File: src/rtl/alu_pkg.sv
// ---------------------------------------------------------------------------
// alu_pkg
// Shared definitions for every block that drives or decodes the 3-bit ALU
// operation code. The mode constants live here so that each ALU user
// decodes the same encoding.
// ---------------------------------------------------------------------------
package alu_pkg;

    localparam int MODE_W = 3;

    localparam logic [MODE_W-1:0] MODE_ADD = 3'b000;
    localparam logic [MODE_W-1:0] MODE_SUB = 3'b001;
    localparam logic [MODE_W-1:0] MODE_AND = 3'b010;
    localparam logic [MODE_W-1:0] MODE_OR  = 3'b011;
    localparam logic [MODE_W-1:0] MODE_XOR = 3'b100;
    localparam logic [MODE_W-1:0] MODE_SLL = 3'b101;
    localparam logic [MODE_W-1:0] MODE_SRL = 3'b110;
    localparam logic [MODE_W-1:0] MODE_SRA = 3'b111;

    // Shift amounts come from the low bits of operand B only.
    localparam int SHAMT_W = 5;

endpackage

File: src/rtl/alu32_core.sv
// ---------------------------------------------------------------------------
// alu32_core
// Purely combinational ALU datapath shared by the arbiter's requesters.
//
// Ports
//   a     in  WIDTH  operand A (signed)
//   b     in  WIDTH  operand B (signed); shifts use b[4:0] only
//   mode  in  3      operation code (see alu_pkg)
//   x     out WIDTH  result; add/sub wrap modulo 2^WIDTH
//   zero  out 1      x == 0, for every mode
// ---------------------------------------------------------------------------
module alu32_core
    import alu_pkg::*;
#(
    parameter int WIDTH = 32
) (
    input  logic [WIDTH-1:0]  a,
    input  logic [WIDTH-1:0]  b,
    input  logic [MODE_W-1:0] mode,
    output logic [WIDTH-1:0]  x,
    output logic              zero
);

    logic [SHAMT_W-1:0] shamt;

    assign shamt = b[SHAMT_W-1:0];

    always_comb begin
        x = '0;
        case (mode)
            MODE_ADD: x = a + b;
            MODE_SUB: x = a - b;
            MODE_AND: x = a & b;
            MODE_OR:  x = a | b;
            MODE_XOR: x = a ^ b;
            MODE_SLL: x = a << shamt;
            MODE_SRL: x = a >> shamt;
            MODE_SRA: x = $signed(a) >>> shamt;
            default:  x = '0;
        endcase
    end

    assign zero = (x == '0);

endmodule

File: src/rtl/alu_arbiter.sv
// ---------------------------------------------------------------------------
// alu_arbiter
// Two requesters share one combinational ALU. A round-robin arbiter picks
// one valid request per cycle and the ALU result is captured in a one-entry
// result register with a valid/ready handshake toward the consumer.
//
// Ports
//   clk          in  1      clock, rising edge
//   rst_n        in  1      asynchronous active-low reset
//   req0_valid   in  1      requester 0 has an operation pending
//   req0_ready   out 1      requester 0's operation accepted this cycle
//   req0_a/_b    in  WIDTH  requester 0 operands
//   req0_mode    in  3      requester 0 operation code
//   req1_*       same as req0_* for requester 1
//   rsp_valid    out 1      result register holds an undelivered result
//   rsp_ready    in  1      consumer takes the result this cycle
//   rsp_id       out 1      requester that owns the result
//   rsp_x        out WIDTH  result
//   rsp_zero     out 1      rsp_x == 0
// ---------------------------------------------------------------------------
module alu_arbiter
    import alu_pkg::*;
#(
    parameter int WIDTH = 32
) (
    input  logic              clk,
    input  logic              rst_n,

    input  logic              req0_valid,
    output logic              req0_ready,
    input  logic [WIDTH-1:0]  req0_a,
    input  logic [WIDTH-1:0]  req0_b,
    input  logic [MODE_W-1:0] req0_mode,

    input  logic              req1_valid,
    output logic              req1_ready,
    input  logic [WIDTH-1:0]  req1_a,
    input  logic [WIDTH-1:0]  req1_b,
    input  logic [MODE_W-1:0] req1_mode,

    output logic              rsp_valid,
    input  logic              rsp_ready,
    output logic              rsp_id,
    output logic [WIDTH-1:0]  rsp_x,
    output logic              rsp_zero
);

    logic              last_grant_reg;
    logic              rsp_valid_reg;
    logic              rsp_id_reg;
    logic [WIDTH-1:0]  rsp_x_reg;
    logic              rsp_zero_reg;

    logic              can_accept;
    logic              grant0;
    logic              grant1;
    logic              accept;
    logic              sel;
    logic [WIDTH-1:0]  alu_a;
    logic [WIDTH-1:0]  alu_b;
    logic [MODE_W-1:0] alu_mode;
    logic [WIDTH-1:0]  alu_x;
    logic              alu_zero;

    // The register can take a new result when empty or when it is being
    // drained on this same edge. rst_n gates the readies so nothing is
    // handed out while the block is held in reset.
    assign can_accept = rst_n && (!rsp_valid_reg || rsp_ready);

    // Round robin: on a tie the requester that did not win last time goes.
    assign grant0 = req0_valid && (!req1_valid || last_grant_reg);
    assign grant1 = req1_valid && (!req0_valid || !last_grant_reg);

    assign req0_ready = can_accept && grant0;
    assign req1_ready = can_accept && grant1;
    assign accept     = req0_ready || req1_ready;

    // The operand mux follows the grant; when nothing is granted its output
    // is simply not captured.
    assign sel      = grant1;
    assign alu_a    = sel ? req1_a    : req0_a;
    assign alu_b    = sel ? req1_b    : req0_b;
    assign alu_mode = sel ? req1_mode : req0_mode;

    alu32_core #(
        .WIDTH (WIDTH)
    ) u_core (
        .a    (alu_a),
        .b    (alu_b),
        .mode (alu_mode),
        .x    (alu_x),
        .zero (alu_zero)
    );

    always_ff @(posedge clk or negedge rst_n) begin
        if (!rst_n) begin
            last_grant_reg <= 1'b1;
            rsp_valid_reg  <= 1'b0;
            rsp_id_reg     <= 1'b0;
            rsp_x_reg      <= '0;
            rsp_zero_reg   <= 1'b0;
        end else if (accept) begin
            last_grant_reg <= sel;
            rsp_valid_reg  <= 1'b1;
            rsp_id_reg     <= sel;
            rsp_x_reg      <= alu_x;
            rsp_zero_reg   <= alu_zero;
        end else if (rsp_ready) begin
            rsp_valid_reg  <= 1'b0;
        end
    end

    assign rsp_valid = rsp_valid_reg;
    assign rsp_id    = rsp_id_reg;
    assign rsp_x     = rsp_x_reg;
    assign rsp_zero  = rsp_zero_reg;

endmodule

File: config.mk
export PLATFORM = sky130hd
export DESIGN_NAME = alu_arbiter
export DESIGN_NICKNAME = d
export VERILOG_FILES = /design/src/rtl/alu_pkg.sv /design/src/rtl/alu32_core.sv /design/src/rtl/alu_arbiter.sv
export SDC_FILE = /design/constraint.sdc
export NUM_CORES = 1
export LEC_CHECK = 0
export BUFFER_PORTS_ARGS = -buffer_cell sky130_fd_sc_hd__buf_2
export CELL_PAD_IN_SITES_DETAIL_PLACEMENT = 1
export CELL_PAD_IN_SITES_GLOBAL_PLACEMENT = 2
export CORE_AREA = 5 5 139 273
export DETAILED_ROUTE_END_ITERATION = 10
export DIE_AREA = 0 0 144 278
export GPL_TIMING_DRIVEN = 0
export PLACE_DENSITY = 0.77
export SYNTH_ARGS = -nofsm -noshare
export SYNTH_HDL_FRONTEND = slang
export SYNTH_HIERARCHICAL = 1
export SYNTH_SLANG_ARGS = --single-unit
File: constraint.sdc
create_clock -name clk -period 6.4 [get_ports clk]
set_input_delay 1.28 -clock clk [delete_from_list [all_inputs] [get_ports clk]]
set_output_delay 1.28 -clock clk [all_outputs]
set_load 0.005 [all_outputs]
# == After elaboration in Yosys (flattened, before gate mapping) ==
# Cells that the tools add are included.
# word_totals
ff_bits,36
n_memories,0
romBits,0
elab_cells,42
output_inout_bits,37
latch_bits,0
input_bits,139
mem_bits_rw,0
# classes
mul,0
n_mux,6
reduce_logical,16
n_lt_le_gt_ge,0
n_bitwise,3
div_mod_pow,0
add_sub_neg,2
n_eq_ne,7
shifts,3
# ops
op,n
32-bit one-hot mux with 8 select lines,1
32-bit two-way mux,2
32-bit adder,1
32-bit bitwise AND,1
32-bit logical NOT,1
32-bit bitwise OR,1
32-bit by 5-bit left shift with 32-bit output,1
32-bit by 5-bit right shift with 32-bit output,1
32-bit by 5-bit >>> shifter with 32-bit output,1
32-bit subtractor,1
32-bit bitwise XOR,1
"3-bit == test, second input constant",4
"3-bit by 2-bit == test with 1-bit output, second input constant",2
1-bit logical AND,5
1-bit logical NOT,4
1-bit logical OR,4
"3-bit by 1-bit == test with 1-bit output, second input constant",1
3-bit logical NOT,1
3-bit two-way mux,1
1-bit two-way mux,2
2-bit nonzero test,1

# == Longest topological paths before layout ==
# Gate-level depths: netlist of the first run.
# logic_depth
word_depth,7
mapped_depth,29
mapped_depth_nobuf,24

# == Modules after synthesis ==
# Netlist of the first run, hierarchy kept.
# modules_own_cells
mod,cells_per_inst,area_each_um2,seq_area_each_um2,n_inst
alu32_core,1263,9014.9,0.0,1
alu_arbiter,157,2188.3,902.1,1

# == Worst setup path before layout of the first run ==
# Ideal clock, no wire load.
# synth_timing
path_kind,input-to-reg
startpoint,in req1_valid
endpoint,"reg rsp_zero_reg, in the netlist rsp_zero"
arrival_time_ps,7116
t_required_ps,6335
n_path_buf,4
setup_slack_ps,-781
setup_time_ps,65
path_stages,27
cell_sequence,a21boi_2 -> buf_2 -> mux2_2 -> inv_2 -> buf_1 -> buf_1 -> ha_1 -> nand2_1 -> nor3_1 -> and3_1 -> nand3_1 -> or3_1 -> o31ai_1 -> xnor2_1 -> ha_1 -> clkbuf_1 -> a21o_1 -> a21oi_1 -> o21ba_2 -> and4_1 -> nor4_1 -> nand4_1 -> or4_1 -> nor4_2 -> nand4b_1 -> nor4_2 -> mux2_2
# synth_between
elab_chain_len,5
elab_cells_between_ends,28
cone_classes,add/sub: 2; eq/ne: 7; shift: 3; mux: 4; bitwise: 3; reduce/logical: 9
# synth_lines
item,line_no,source
start: declaration,alu_arbiter.sv:35,"input logic req1_valid,"
1-bit logical AND (*),alu_arbiter.sv:72,assign grant1 = req1_valid && (!req0_valid || !last_grant_reg);
32-bit two-way mux (*),alu_arbiter.sv:82,assign alu_b = sel ? req1_b : req0_b;
named net alu_b[0],alu_arbiter.sv:60,logic [WIDTH-1:0] alu_b;
32-bit subtractor (tied with other cells),alu32_core.sv:32,MODE_SUB: x = a - b;
32-bit one-hot mux with 8 select lines (*),alu32_core.sv:30,case (mode)
32-bit logical NOT (*),alu32_core.sv:43,assign zero = (x == '0);
named net alu_zero,alu_arbiter.sv:63,logic alu_zero;
end signal: assignment,alu_arbiter.sv:107,rsp_zero_reg <= alu_zero;
end: declaration,alu_arbiter.sv:52,logic rsp_zero_reg;
# The timed path passes the listed nets; every way through them passes the cells marked *.
# A chain may end at the register's enable or synchronous reset.

# == Worst setup path in the final report of the first run ==
# Ends and elaborated chain as after synthesis.

==> results of run 1 <==
-- kinds of logic (layout without fill, tap and decap cells) --
logic type               after synthesis  after routing  share of synthesized area [%]
AO/OA/AOI/OAI                        403            403                           24.2
XOR/XNOR                              48             48                           3.75
adder cells (fa/ha/maj)               98             98                           11.0
buffers and inverters                190            469                           7.77
flip-flops                            36             36                           8.05
multiplexers                         227            227                           26.3
other                                  0              4                              0
AND/OR/NAND/NOR                      418            418                           18.9
-- stage by stage --
stage / total power [W] / setup TNS (ns)
after floorplan: 0.00175 / 0
after global placement: 0.00269 / -70.71
after detailed placement: 0.00272 / -66.27
after CTS: 0.00321 / -1.44
after global routing: 0.00366 / -0.674
final: 0.00355 / -0.634
-- worst max-delay path by stage --
stage,end,slack [ns],startpoint,cells after the start
after floorplan,rsp_zero,0.01,req1_valid,24
after global placement,rsp_zero,-3.99,req1_valid,22
after detailed placement,rsp_zero,-3.95,req1_valid,22
after CTS,rsp_zero,-0.89,req0_valid,30
after global routing,rsp_zero,-0.60,req1_valid,19
final,rsp_zero,-0.63,req1_valid,19
-- cell usage in the layout (no fill, tap or decap), drive strengths merged, types with 9 or more instances in the layout --
| master | n |
|---|---|
| xnor2 | 38 |
| clkbuf | 38 |
| a21oi | 90 |
| mux4 | 40 |
| nand3 | 41 |
| and2 | 9 |
| nand2b | 20 |
| o21ai | 80 |
| a211oi | 34 |
| xor2 | 10 |
| ha | 97 |
| dfrtp | 35 |
| o211ai | 18 |
| a2111oi | 11 |
| mux2i | 56 |
| o31ai | 14 |
| buf | 352 |
| a21o | 13 |
| o2111ai | 9 |
| nand2 | 104 |
| a22oi | 9 |
| nand4 | 21 |
| nor2 | 100 |
| and3 | 10 |
| a31oi | 16 |
| mux2 | 131 |
| inv | 73 |
| o22ai | 18 |
| nor4 | 14 |
| nor2b | 16 |
| nor3 | 33 |
| a221oi | 14 |
-- power breakdown --
part | internal [W] | switching, W
combinational | 0.00113 | 0.00179
sequential | 0.000324 | 0.0000480
clock | 0.000144 | 0.000107
-- worst register-to-register path, stage by stage (launching register included) --
cell	delay, ns
sky130_fd_sc_hd__dfstp_2	0.57
sky130_fd_sc_hd__a21boi_4	0.07
sky130_fd_sc_hd__buf_12	0.15
sky130_fd_sc_hd__buf_8	0.13
sky130_fd_sc_hd__buf_12	0.14
sky130_fd_sc_hd__mux2_4	0.37
sky130_fd_sc_hd__buf_12	0.16
sky130_fd_sc_hd__buf_12	0.14
sky130_fd_sc_hd__mux2i_1	0.83
sky130_fd_sc_hd__nor2_1	0.12
sky130_fd_sc_hd__a221oi_1	1.24
sky130_fd_sc_hd__o21ai_0	0.28
sky130_fd_sc_hd__a211oi_1	0.44
sky130_fd_sc_hd__nand4bb_1	0.14
sky130_fd_sc_hd__or4_4	0.47
sky130_fd_sc_hd__nor4_4	0.42
sky130_fd_sc_hd__nand4b_1	0.26
sky130_fd_sc_hd__nor4_4	0.26
sky130_fd_sc_hd__mux2_4	0.21
-- timing repair --
action | 4_1_cts | 5_1_grt
resized for setup | 208 | 155
pin swaps | 38 | 73
setup endpoints to repair | 32 | 14
buffers inserted | 49 | 69
-- layout make-up --
class | instances | area [sq um]
fill | 4258 | 20600
clock inverter | 3 | 18.8
tap | 450 | 563
buffer | 91 | 951
sequential | 36 | 902
multi-input combinational | 1194 | 10400
clock buffer | 5 | 125
timing repair buffer | 294 | 1880
antenna | 4 | 10.0
inverter | 76 | 304
-- metal layers --
layer  vias to the layer above  global-route usage (%)  part of all wire, %
li1                       5948                       -                    -
met1                      7278                    38.9                   32
met2                       939                    67.8                   49
met3                       443                    8.96                  7.3
met4                         0                    39.0                   12
met5                         -                       0                    0
==> impl_metrics.env, run 1 <==
export IMPL_die_area_sq_um=40000
export IMPL_drv_slew=10
export IMPL_worstSetupStartpointType="primary input"
export IMPL_fp_dieW_microns=144
export IMPL_postLayoutCellArea_sq_um=15100
export IMPL_setup_violations_final=1
export IMPL_synthesis_yosys_warnings=6
export IMPL_number_of_hold_slack_violations_in_the_final_timing_report=0
export IMPL_fp_dieH_microns=278
export IMPL_critical_path_class="in -> reg"
export IMPL_layout_overhead_on_the_synthesized_area_pct=35.0
export IMPL_global_route_usage_total_pct=40.2
export IMPL_hold_end="rsp_id"
export IMPL_clock_insertion_delay_worst_skew_ns=0.30
export IMPL_cts_hold_repair_buffers=0
export IMPL_cts_made_buffers=5
export IMPL_finish_utilization_pct=42.4
export IMPL_io_pins=176
export IMPL_clock_tree_buffer_depth=2
export IMPL_syn_nets=1657
export IMPL_r2r_setup_slk_ns=-0.05
export IMPL_global_route_overflow_total=0
export IMPL_timing_slew_headroom_pct=-6.19
export IMPL_grt_pass1_vias=15200
export IMPL_antenna_violations_before_repair=8
export IMPL_drive_gt1_share_pct=39.7
export IMPL_ff_to_ff_path_depth=18
export IMPL_ant_nets=0
export IMPL_failed_checks="max-capacitance violations, max-slew violations, negative setup slack"
export IMPL_post_synth_cell_area_avg_sq_um=7.89
export IMPL_drt_wirelength_per_cell_microns=38.9
export IMPL_drt_first_iter_violations=1253
export IMPL_synth_top_cell_by_area="sky130_fd_sc_hd__mux2_2"
export IMPL_startpoint_of_the_lowest_slack_register_to_register_path="last_grant_reg"
export IMPL_critPathMaxStageDelay_ns=1.24
export IMPL_final_cells=2153
export IMPL_buffer_ports_inserted=175
export IMPL_post_syn_instances=1420
export IMPL_postSynthRegisterBits=36
export IMPL_num_nets_final=1935
export IMPL_max_cap_viol_count=1
export IMPL_clkSinkCount=36
export IMPL_crit_fanout=7
export IMPL_synth_largest_type_area_fraction_pct=11.8
export IMPL_globalplace_congestion=1.07
export IMPL_worst_endpoint_arrival_ns=7.27
export IMPL_largest_register_ffs=32
export IMPL_hold_path_startpoint="rsp_id"
export IMPL_ir_drop_worst_case_vdd_mv=0.169
export IMPL_synth_cells_most_frequent="117 x sky130_fd_sc_hd__mux2_2, 104 x sky130_fd_sc_hd__nand2_1, 100 x sky130_fd_sc_hd__nor2_1"
export IMPL_fin_crit_sh_pct=110
export IMPL_dr_pass1_iters=7
export IMPL_most_repeated_cell_in_the_gate_level_netlist_after_synthesis="sky130_fd_sc_hd__mux2_2"
export IMPL_primary_flip_flop_cell_chosen_by_synthesis_mapping="sky130_fd_sc_hd__dfrtp_1"
export IMPL_post_place_cells=2045
export IMPL_dpl_worst_slack_ns=-3.95
export IMPL_critical_path_n_buffers_inverters=6
export IMPL_cpLargestDelayFamily="compound AO/OA/AOI/OAI gates"
export IMPL_routed_via_count=14600
export IMPL_initial_core_utilization_pct=31.4
export IMPL_power_per_cell_area_nw_per_um2=235
export IMPL_hpwl_mm=64.1
export IMPL_synth_area_leaders="sky130_fd_sc_hd__mux2_2 12%, sky130_fd_sc_hd__ha_1 11%, sky130_fd_sc_hd__mux4_2 8.0%, sky130_fd_sc_hd__dfrtp_1 7.8%, sky130_fd_sc_hd__mux2i_1 4.9%"
export IMPL_hold_slack_ns=0.496
export IMPL_worst_slew_pin_transition_ns=1.59
export IMPL_cts_root_buffer="sky130_fd_sc_hd__clkbuf_16"
export IMPL_hold_class="reg -> reg"
export IMPL_clock_tree_from_tritoncts="done"
export IMPL_setup_worst_path_end_class="flip-flop"
export IMPL_timing_fmax_mhz=142
export IMPL_clock_tree_htree_level_count=2
export IMPL_crit_top_cell="sky130_fd_sc_hd__buf_12"
export IMPL_synth_cell_type_count=84
export IMPL_unrepaired_setup_endpoints_after_global_routing="true"
export IMPL_detail_route_drc_violations=0
export IMPL_timing_hold_worst_path_depth=1
export IMPL_netlist_area_sq_um=11200
export IMPL_required_ns=6.63
export IMPL_standard_cell_core_area_sq_um=35700
export IMPL_drt_vias_per_instance=6.78
export IMPL_grt_start_max_net_pins=41
export IMPL_timing_final_crit_period_ns=7.03
export IMPL_crit_chain="buf_8 > a21boi_4 > buf_12 > buf_8 > buf_12 > mux2_4 > buf_12 > buf_12 > mux2i_1 > nor2_1 > a221oi_1 > o21ai_0 > a211oi_1 > nand4bb_1 > or4_4 > nor4_4 > nand4b_1 > nor4_4 > mux2_4"
export IMPL_cpMaxStageDelayCell="sky130_fd_sc_hd__a221oi_1"
export IMPL_timing_rr_end="rsp_zero"
export IMPL_sequential_share_of_the_synthesized_area_pct=8.05
export IMPL_worst_setup_hold_path_clk_slew_ns=0.06
export IMPL_placement_rows=98
export IMPL_grt_first_pass_wirelength_mm=114
export IMPL_postSynth_asyncResetShare_pct=100
export IMPL_outcome="complete, but fails checks"
export IMPL_place_area_sq_um=12700
export IMPL_detail_route_wirelength_mm=83.8
export IMPL_synth_enable_flop_cells=0
export IMPL_timing_clock_skew_ns=0.00685
export IMPL_layout_setup_ws_ns=-0.634
export IMPL_power_static_leakage_nw=6.42
Note: power is estimated with default switching activity, not from simulation.
==> inputs of run 2 (changes only) <==
--- a/config.mk
+++ b/config.mk
@@ -8,9 +8,9 @@
 export BUFFER_PORTS_ARGS = -buffer_cell sky130_fd_sc_hd__buf_2
 export CELL_PAD_IN_SITES_DETAIL_PLACEMENT = 1
 export CELL_PAD_IN_SITES_GLOBAL_PLACEMENT = 2
-export CORE_AREA = 5 5 139 273
+export CORE_AREA = 5 5 194 196
 export DETAILED_ROUTE_END_ITERATION = 10
-export DIE_AREA = 0 0 144 278
+export DIE_AREA = 0 0 199 201
 export GPL_TIMING_DRIVEN = 0
 export PLACE_DENSITY = 0.77
 export SYNTH_ARGS = -nofsm -noshare
==> impl_metrics.env, run 2 (synthesized netlist as in run 1, its figures left out) <==
export IMPL_outcome="complete, no violations"
export IMPL_ant_nets=0
export IMPL_drt_wirelength_per_cell_microns=33.8
export IMPL_crit_fanout=19
export IMPL_grt_first_pass_wirelength_mm=102
export IMPL_hold_class="reg -> reg"
export IMPL_max_cap_viol_count=0
export IMPL_clkSinkCount=36
export IMPL_global_route_overflow_total=0
export IMPL_setup_tns_ns=0
export IMPL_clock_tree_htree_level_count=2
export IMPL_io_pins=176
export IMPL_count_of_filler_cells_inserted_in_the_layout=4320
export IMPL_critical_path_class="in -> reg"
export IMPL_fp_dieW_microns=199
export IMPL_number_of_hold_slack_violations_in_the_final_timing_report=0
export IMPL_worst_setup_hold_path_clk_slew_ns=0.06
export IMPL_setup_violations_final=0
export IMPL_layout_overhead_on_the_synthesized_area_pct=33.2
export IMPL_routed_via_count=14000
export IMPL_placement_rows=70
export IMPL_finish_utilization_pct=41.6
export IMPL_worst_endpoint_arrival_ns=6.55
export IMPL_clock_tree_from_tritoncts="done"
export IMPL_ir_drop_worst_case_vdd_mv=0.124
export IMPL_timing_fmax_mhz=158
export IMPL_setup_worst_path_end_class="flip-flop"
export IMPL_drive_gt1_share_pct=38.9
export IMPL_hold_slack_ns=0.493
export IMPL_cts_hold_repair_buffers=0
export IMPL_timing_slew_headroom_pct=7.83
export IMPL_postLayoutCellArea_sq_um=14900
export IMPL_worstSetupStartpointType="primary input"
export IMPL_timing_clock_skew_ns=0.00373
export IMPL_die_area_sq_um=40000
export IMPL_required_ns=6.63
export IMPL_timing_final_crit_period_ns=6.32
export IMPL_most_common_layout_cells="180 x sky130_fd_sc_hd__buf_2, 120 x sky130_fd_sc_hd__buf_4, 108 x sky130_fd_sc_hd__mux2_2"
export IMPL_detail_route_drc_violations=0
export IMPL_buffer_ports_inserted=175
export IMPL_antenna_violations_before_repair=4
export IMPL_layout_setup_ws_ns=0.0791
export IMPL_dpl_worst_slack_ns=-3.50
export IMPL_standard_cell_core_area_sq_um=35900
export IMPL_dr_pass1_iters=5
export IMPL_power_per_cell_area_nw_per_um2=229
export IMPL_globalplace_congestion=1.06
export IMPL_cts_root_buffer="sky130_fd_sc_hd__clkbuf_16"
export IMPL_cts_made_buffers=5
export IMPL_largest_register_ffs=32
export IMPL_num_nets_final=1928
export IMPL_clock_insertion_delay_worst_skew_ns=0.29
export IMPL_global_route_usage_total_pct=34.6
export IMPL_worst_slew_pin_transition_ns=1.38
export IMPL_clock_tree_buffer_depth=2
export IMPL_drv_slew=0
export IMPL_power_static_leakage_nw=6.33
export IMPL_hpwl_mm=56.6
export IMPL_fp_dieH_microns=201
export IMPL_commonest_non_fill_non_tap_cell_in_the_layout="sky130_fd_sc_hd__buf_2"
export IMPL_initial_core_utilization_pct=31.2
export IMPL_drt_vias_per_instance=6.49
export IMPL_detail_route_wirelength_mm=73.0
export IMPL_drt_first_iter_violations=1540
export IMPL_grt_pass1_vias=14100
export IMPL_place_area_sq_um=12800
export IMPL_grt_start_max_net_pins=41
export IMPL_fin_crit_sh_pct=98.8
-- run 2: cell count changes in the layout (fill, tap and decap cells not counted), sizes merged --
cell      previous run  this run
buf                352       340
clkbuf              38        44
clkinv               5         1
clkinvlp             1         2
diode                4         1
or2                  7         8
-- run 2: repair_timing --
action	CTS	global route
cloned	0	2
setup endpoints to repair	32	5
setup buffers	70	49
resized for setup	223	75
pin swaps	53	67
-- run 2: routing by layer --
layer	vias to the layer above	part of all wire, %	GRT usage, %
li1	5939	-	-
met1	7049	41	46.2
met2	823	45	54.8
met3	210	8.8	6.41
met4	4	5.5	14.3
met5	-	0.032	0
-- run 2: metrics by stage --
stage,power (W),cells
final,0.00342,2160
after global routing,0.00357,2159
after CTS,0.00318,2122
after detailed placement,0.00263,2063
after global placement,0.00261,2063
after floorplan,0.00175,1420
-- run 2: worst paths after layout --
path                                startpoint   endpoint  slack (ns)  cells after the start
max in group asynchronous                rst_n   rsp_x[8]        4.69                      1
worst max register to register  last_grant_reg   rsp_zero        0.70                     23
min in group asynchronous                rst_n  rsp_x[25]        1.13                      1
worst min register to register          rsp_id     rsp_id        0.49                      1
worst min-delay path                    rsp_id     rsp_id        0.49                      1
worst max-delay path                req1_valid   rsp_zero        0.08                     24
-- run 2: area by class of cell --
cell class / instances / area [sq um] / area share (%)
antenna: 1 / 2.50 / 0.0168
buffer: 83 / 842 / 5.64
clock buffer: 7 / 153 / 1.02
inverter: 76 / 305 / 2.05
multi-input combinational: 1195 / 10300 / 68.9
sequential: 36 / 902 / 6.05
tap: 468 / 586 / 3.92
timing repair buffer: 294 / 1860 / 12.4
-- run 2: critical path, cell delays in order --
cell	delay [ns]
sky130_fd_sc_hd__buf_8	0.08
sky130_fd_sc_hd__a21boi_4	0.18
sky130_fd_sc_hd__buf_12	0.16
sky130_fd_sc_hd__buf_12	0.13
sky130_fd_sc_hd__mux2_4	0.35
sky130_fd_sc_hd__buf_12	0.14
sky130_fd_sc_hd__clkbuf_8	0.18
sky130_fd_sc_hd__clkbuf_8	0.23
sky130_fd_sc_hd__clkbuf_8	0.21
sky130_fd_sc_hd__o21ai_1	0.29
sky130_fd_sc_hd__xnor2_2	0.17
sky130_fd_sc_hd__ha_4	0.27
sky130_fd_sc_hd__a21o_4	0.26
sky130_fd_sc_hd__a221o_1	0.39
sky130_fd_sc_hd__buf_6	0.15
sky130_fd_sc_hd__a22o_4	0.24
sky130_fd_sc_hd__a21oi_4	0.14
sky130_fd_sc_hd__xnor2_2	0.09
sky130_fd_sc_hd__o211a_1	0.25
sky130_fd_sc_hd__or4_4	0.53
sky130_fd_sc_hd__nor4_4	0.29
sky130_fd_sc_hd__nand4b_1	0.15
sky130_fd_sc_hd__nor4_2	0.16
sky130_fd_sc_hd__mux2_4	0.18
-- run 2: power breakdown --
group	internal [W]	switching, W
registers	0.000324	0.0000483
clock network	0.000164	0.0000990
logic	0.00111	0.00167
total	0.00160	0.00182
==> inputs of run 3 (changes only) <==
--- a/config.mk
+++ b/config.mk
@@ -13,6 +13,7 @@
 export DIE_AREA = 0 0 199 201
 export GPL_TIMING_DRIVEN = 0
 export PLACE_DENSITY = 0.77
+export RECOVER_POWER = 50
 export SYNTH_ARGS = -nofsm -noshare
 export SYNTH_HDL_FRONTEND = slang
 export SYNTH_HIERARCHICAL = 1
==> impl_metrics.env, run 3 (synthesized netlist as in run 1, its figures left out) <==
export IMPL_outcome="complete, but fails checks"
export IMPL_failed_checks="max-capacitance violations, max-slew violations"
export IMPL_finish_utilization_pct=41.5
export IMPL_fin_crit_sh_pct=98.7
export IMPL_layout_overhead_on_the_synthesized_area_pct=33.0
export IMPL_timing_slew_headroom_pct=-47.4
export IMPL_most_common_layout_cells="167 x sky130_fd_sc_hd__buf_2, 120 x sky130_fd_sc_hd__buf_4, 108 x sky130_fd_sc_hd__mux2_2"
export IMPL_placement_rows=70
export IMPL_timing_clock_skew_ns=0.00363
export IMPL_critical_path_class="in -> reg"
export IMPL_ir_drop_worst_case_vdd_mv=0.124
export IMPL_power_per_cell_area_nw_per_um2=229
export IMPL_setup_violations_final=0
export IMPL_critical_path_depth=24
export IMPL_grt_start_max_net_pins=41
export IMPL_final_cells=2159
export IMPL_buffer_ports_inserted=175
export IMPL_hpwl_mm=56.6
export IMPL_totalPowerFinal_w=0.00341
export IMPL_dr_pass1_iters=6
export IMPL_drv_slew=41
export IMPL_commonest_non_fill_non_tap_cell_in_the_layout="sky130_fd_sc_hd__buf_2"
export IMPL_drt_wirelength_per_cell_microns=33.8
export IMPL_num_nets_final=1928
export IMPL_grt_first_pass_wirelength_mm=102
export IMPL_standard_cell_core_area_sq_um=35900
export IMPL_crit_fanout=19
export IMPL_detail_route_wirelength_mm=73.0
export IMPL_worstSetupStartpointType="primary input"
export IMPL_dpl_worst_slack_ns=-3.50
export IMPL_critical_path_n_buffers_inverters=8
export IMPL_global_route_usage_total_pct=34.6
export IMPL_ant_nets=0
export IMPL_clock_insertion_delay_worst_skew_ns=0.29
export IMPL_initial_core_utilization_pct=31.2
export IMPL_post_place_cells=2063
export IMPL_timing_hold_worst_path_depth=1
export IMPL_drt_first_iter_violations=1533
export IMPL_hold_class="reg -> reg"
export IMPL_cts_made_buffers=5
export IMPL_power_static_leakage_nw=6.29
export IMPL_clkSinkCount=36
export IMPL_antenna_violations_before_repair=4
export IMPL_timing_fmax_mhz=158
export IMPL_crit_chain="buf_8 > a21boi_4 > buf_12 > buf_12 > mux2_4 > buf_12 > clkbuf_8 > clkbuf_8 > clkbuf_8 > o21ai_1 > xnor2_2 > ha_4 > a21o_4 > a221o_1 > buf_6 > a22o_4 > a21oi_4 > xnor2_2 > o211a_1 > or4_4 > nor4_4 > nand4b_1 > nor4_2 > mux2_4"
export IMPL_global_route_overflow_total=0
export IMPL_cpLargestDelayFamily="compound AO/OA/AOI/OAI gates"
export IMPL_io_pins=176
export IMPL_ff_to_ff_path_depth=31
export IMPL_num_antenna_cells=0
export IMPL_grt_pass1_vias=14100
export IMPL_timing_final_crit_period_ns=6.32
export IMPL_clock_tree_from_tritoncts="done"
export IMPL_routed_via_count=14000
export IMPL_hold_slack_ns=0.493
export IMPL_die_area_sq_um=40000
export IMPL_drive_gt1_share_pct=38.1
export IMPL_clock_tree_htree_level_count=2
export IMPL_layout_setup_ws_ns=0.0802
export IMPL_r2r_setup_slk_ns=0.69
export IMPL_clock_tree_buffer_depth=2
export IMPL_cts_root_buffer="sky130_fd_sc_hd__clkbuf_16"
export IMPL_worst_setup_hold_path_clk_slew_ns=0.06
export IMPL_globalplace_congestion=1.06
export IMPL_cpMaxStageDelayCell="sky130_fd_sc_hd__or4_4"
export IMPL_max_cap_viol_count=1
export IMPL_worst_endpoint_arrival_ns=6.55
export IMPL_setup_worst_path_end_class="flip-flop"
export IMPL_required_ns=6.63
export IMPL_largest_register_ffs=32
export IMPL_critPathMaxStageDelay_ns=0.53
export IMPL_fp_dieH_microns=201
export IMPL_number_of_hold_slack_violations_in_the_final_timing_report=0
export IMPL_detail_route_drc_violations=0
export IMPL_fp_dieW_microns=199
export IMPL_drt_vias_per_instance=6.51
export IMPL_cts_hold_repair_buffers=0
export IMPL_worst_slew_pin_transition_ns=2.21
[run 3: cell types whose count changed in the layout (fill, tap and decap cells not counted)]
cell                       before  now
sky130_fd_sc_hd__clkbuf_1      20   33
sky130_fd_sc_hd__diode_2        1    0
sky130_fd_sc_hd__buf_2        180  167
[run 3: path summary, 6_finish.rpt]
check,startpoint,endpoint
worst max-delay path,req1_valid,rsp_zero
worst min-delay path,rsp_id,rsp_id
worst max register to register,last_grant_reg,rsp_zero
worst min register to register,rsp_id,rsp_id
max in group asynchronous,rst_n,rsp_x[8]
min in group asynchronous,rst_n,rsp_x[29]
[run 3: worst reg2reg max path, delay by kind of cell, from the launching register on]
kind,cells,cell delay (ns)
compound gates,7,1.39
xor+xnor,2,0.32
fa+ha+maj,1,0.34
buf+inv,13,1.59
flops,1,0.57
mux,2,0.45
simple gates,6,1.01
[run 3: layout make-up]
| type | count | area [sq um] |
|---|---|---|
| buffer | 83 | 842 |
| clock buffer | 7 | 153 |
| fill | 4328 | 21000 |
| inverter | 76 | 305 |
| multi-input combinational | 1195 | 10300 |
| sequential | 36 | 902 |
| tap | 468 | 586 |
| timing repair buffer | 294 | 1840 |
[run 3: repair_timing]
action | 4_1_cts | 5_1_grt
resized for setup | 223 | 75
hold endpoints to repair | 0 | 0
endpoints found under the setup margin | 32 | 5
pin swaps | 53 | 67
setup buffers | 70 | 49
gates cloned | 0 | 2
[run 3: per-layer routing]
metal | vias to the layer above | routed length (microns) | track usage, %
met4 | 4 | 4130 | 14.3
li1 | 5935 | - | -
met1 | 7054 | 29800 | 46.2
met3 | 218 | 6440 | 6.41
met2 | 837 | 32500 | 54.8
met5 | - | 23 | 0
[run 3: through the flow]
step           TNS, ns  area, sq um
6_report             0        14900
5_1_grt        -0.0336        14900
4_1_cts         -0.153        14300
3_5_place_dp    -56.55        12800
3_3_place_gp    -58.22        12700
2_1_floorplan        0        11300
[run 3: report_power, final]
part           switching (W)  total (W)  leakage (nW)  internal (W)
Clock              0.0000995   0.000263        0.0760      0.000164
Combinational        0.00167    0.00278          5.78       0.00110
Sequential         0.0000501   0.000375         0.433      0.000324
Total                0.00182    0.00341          6.29       0.00159
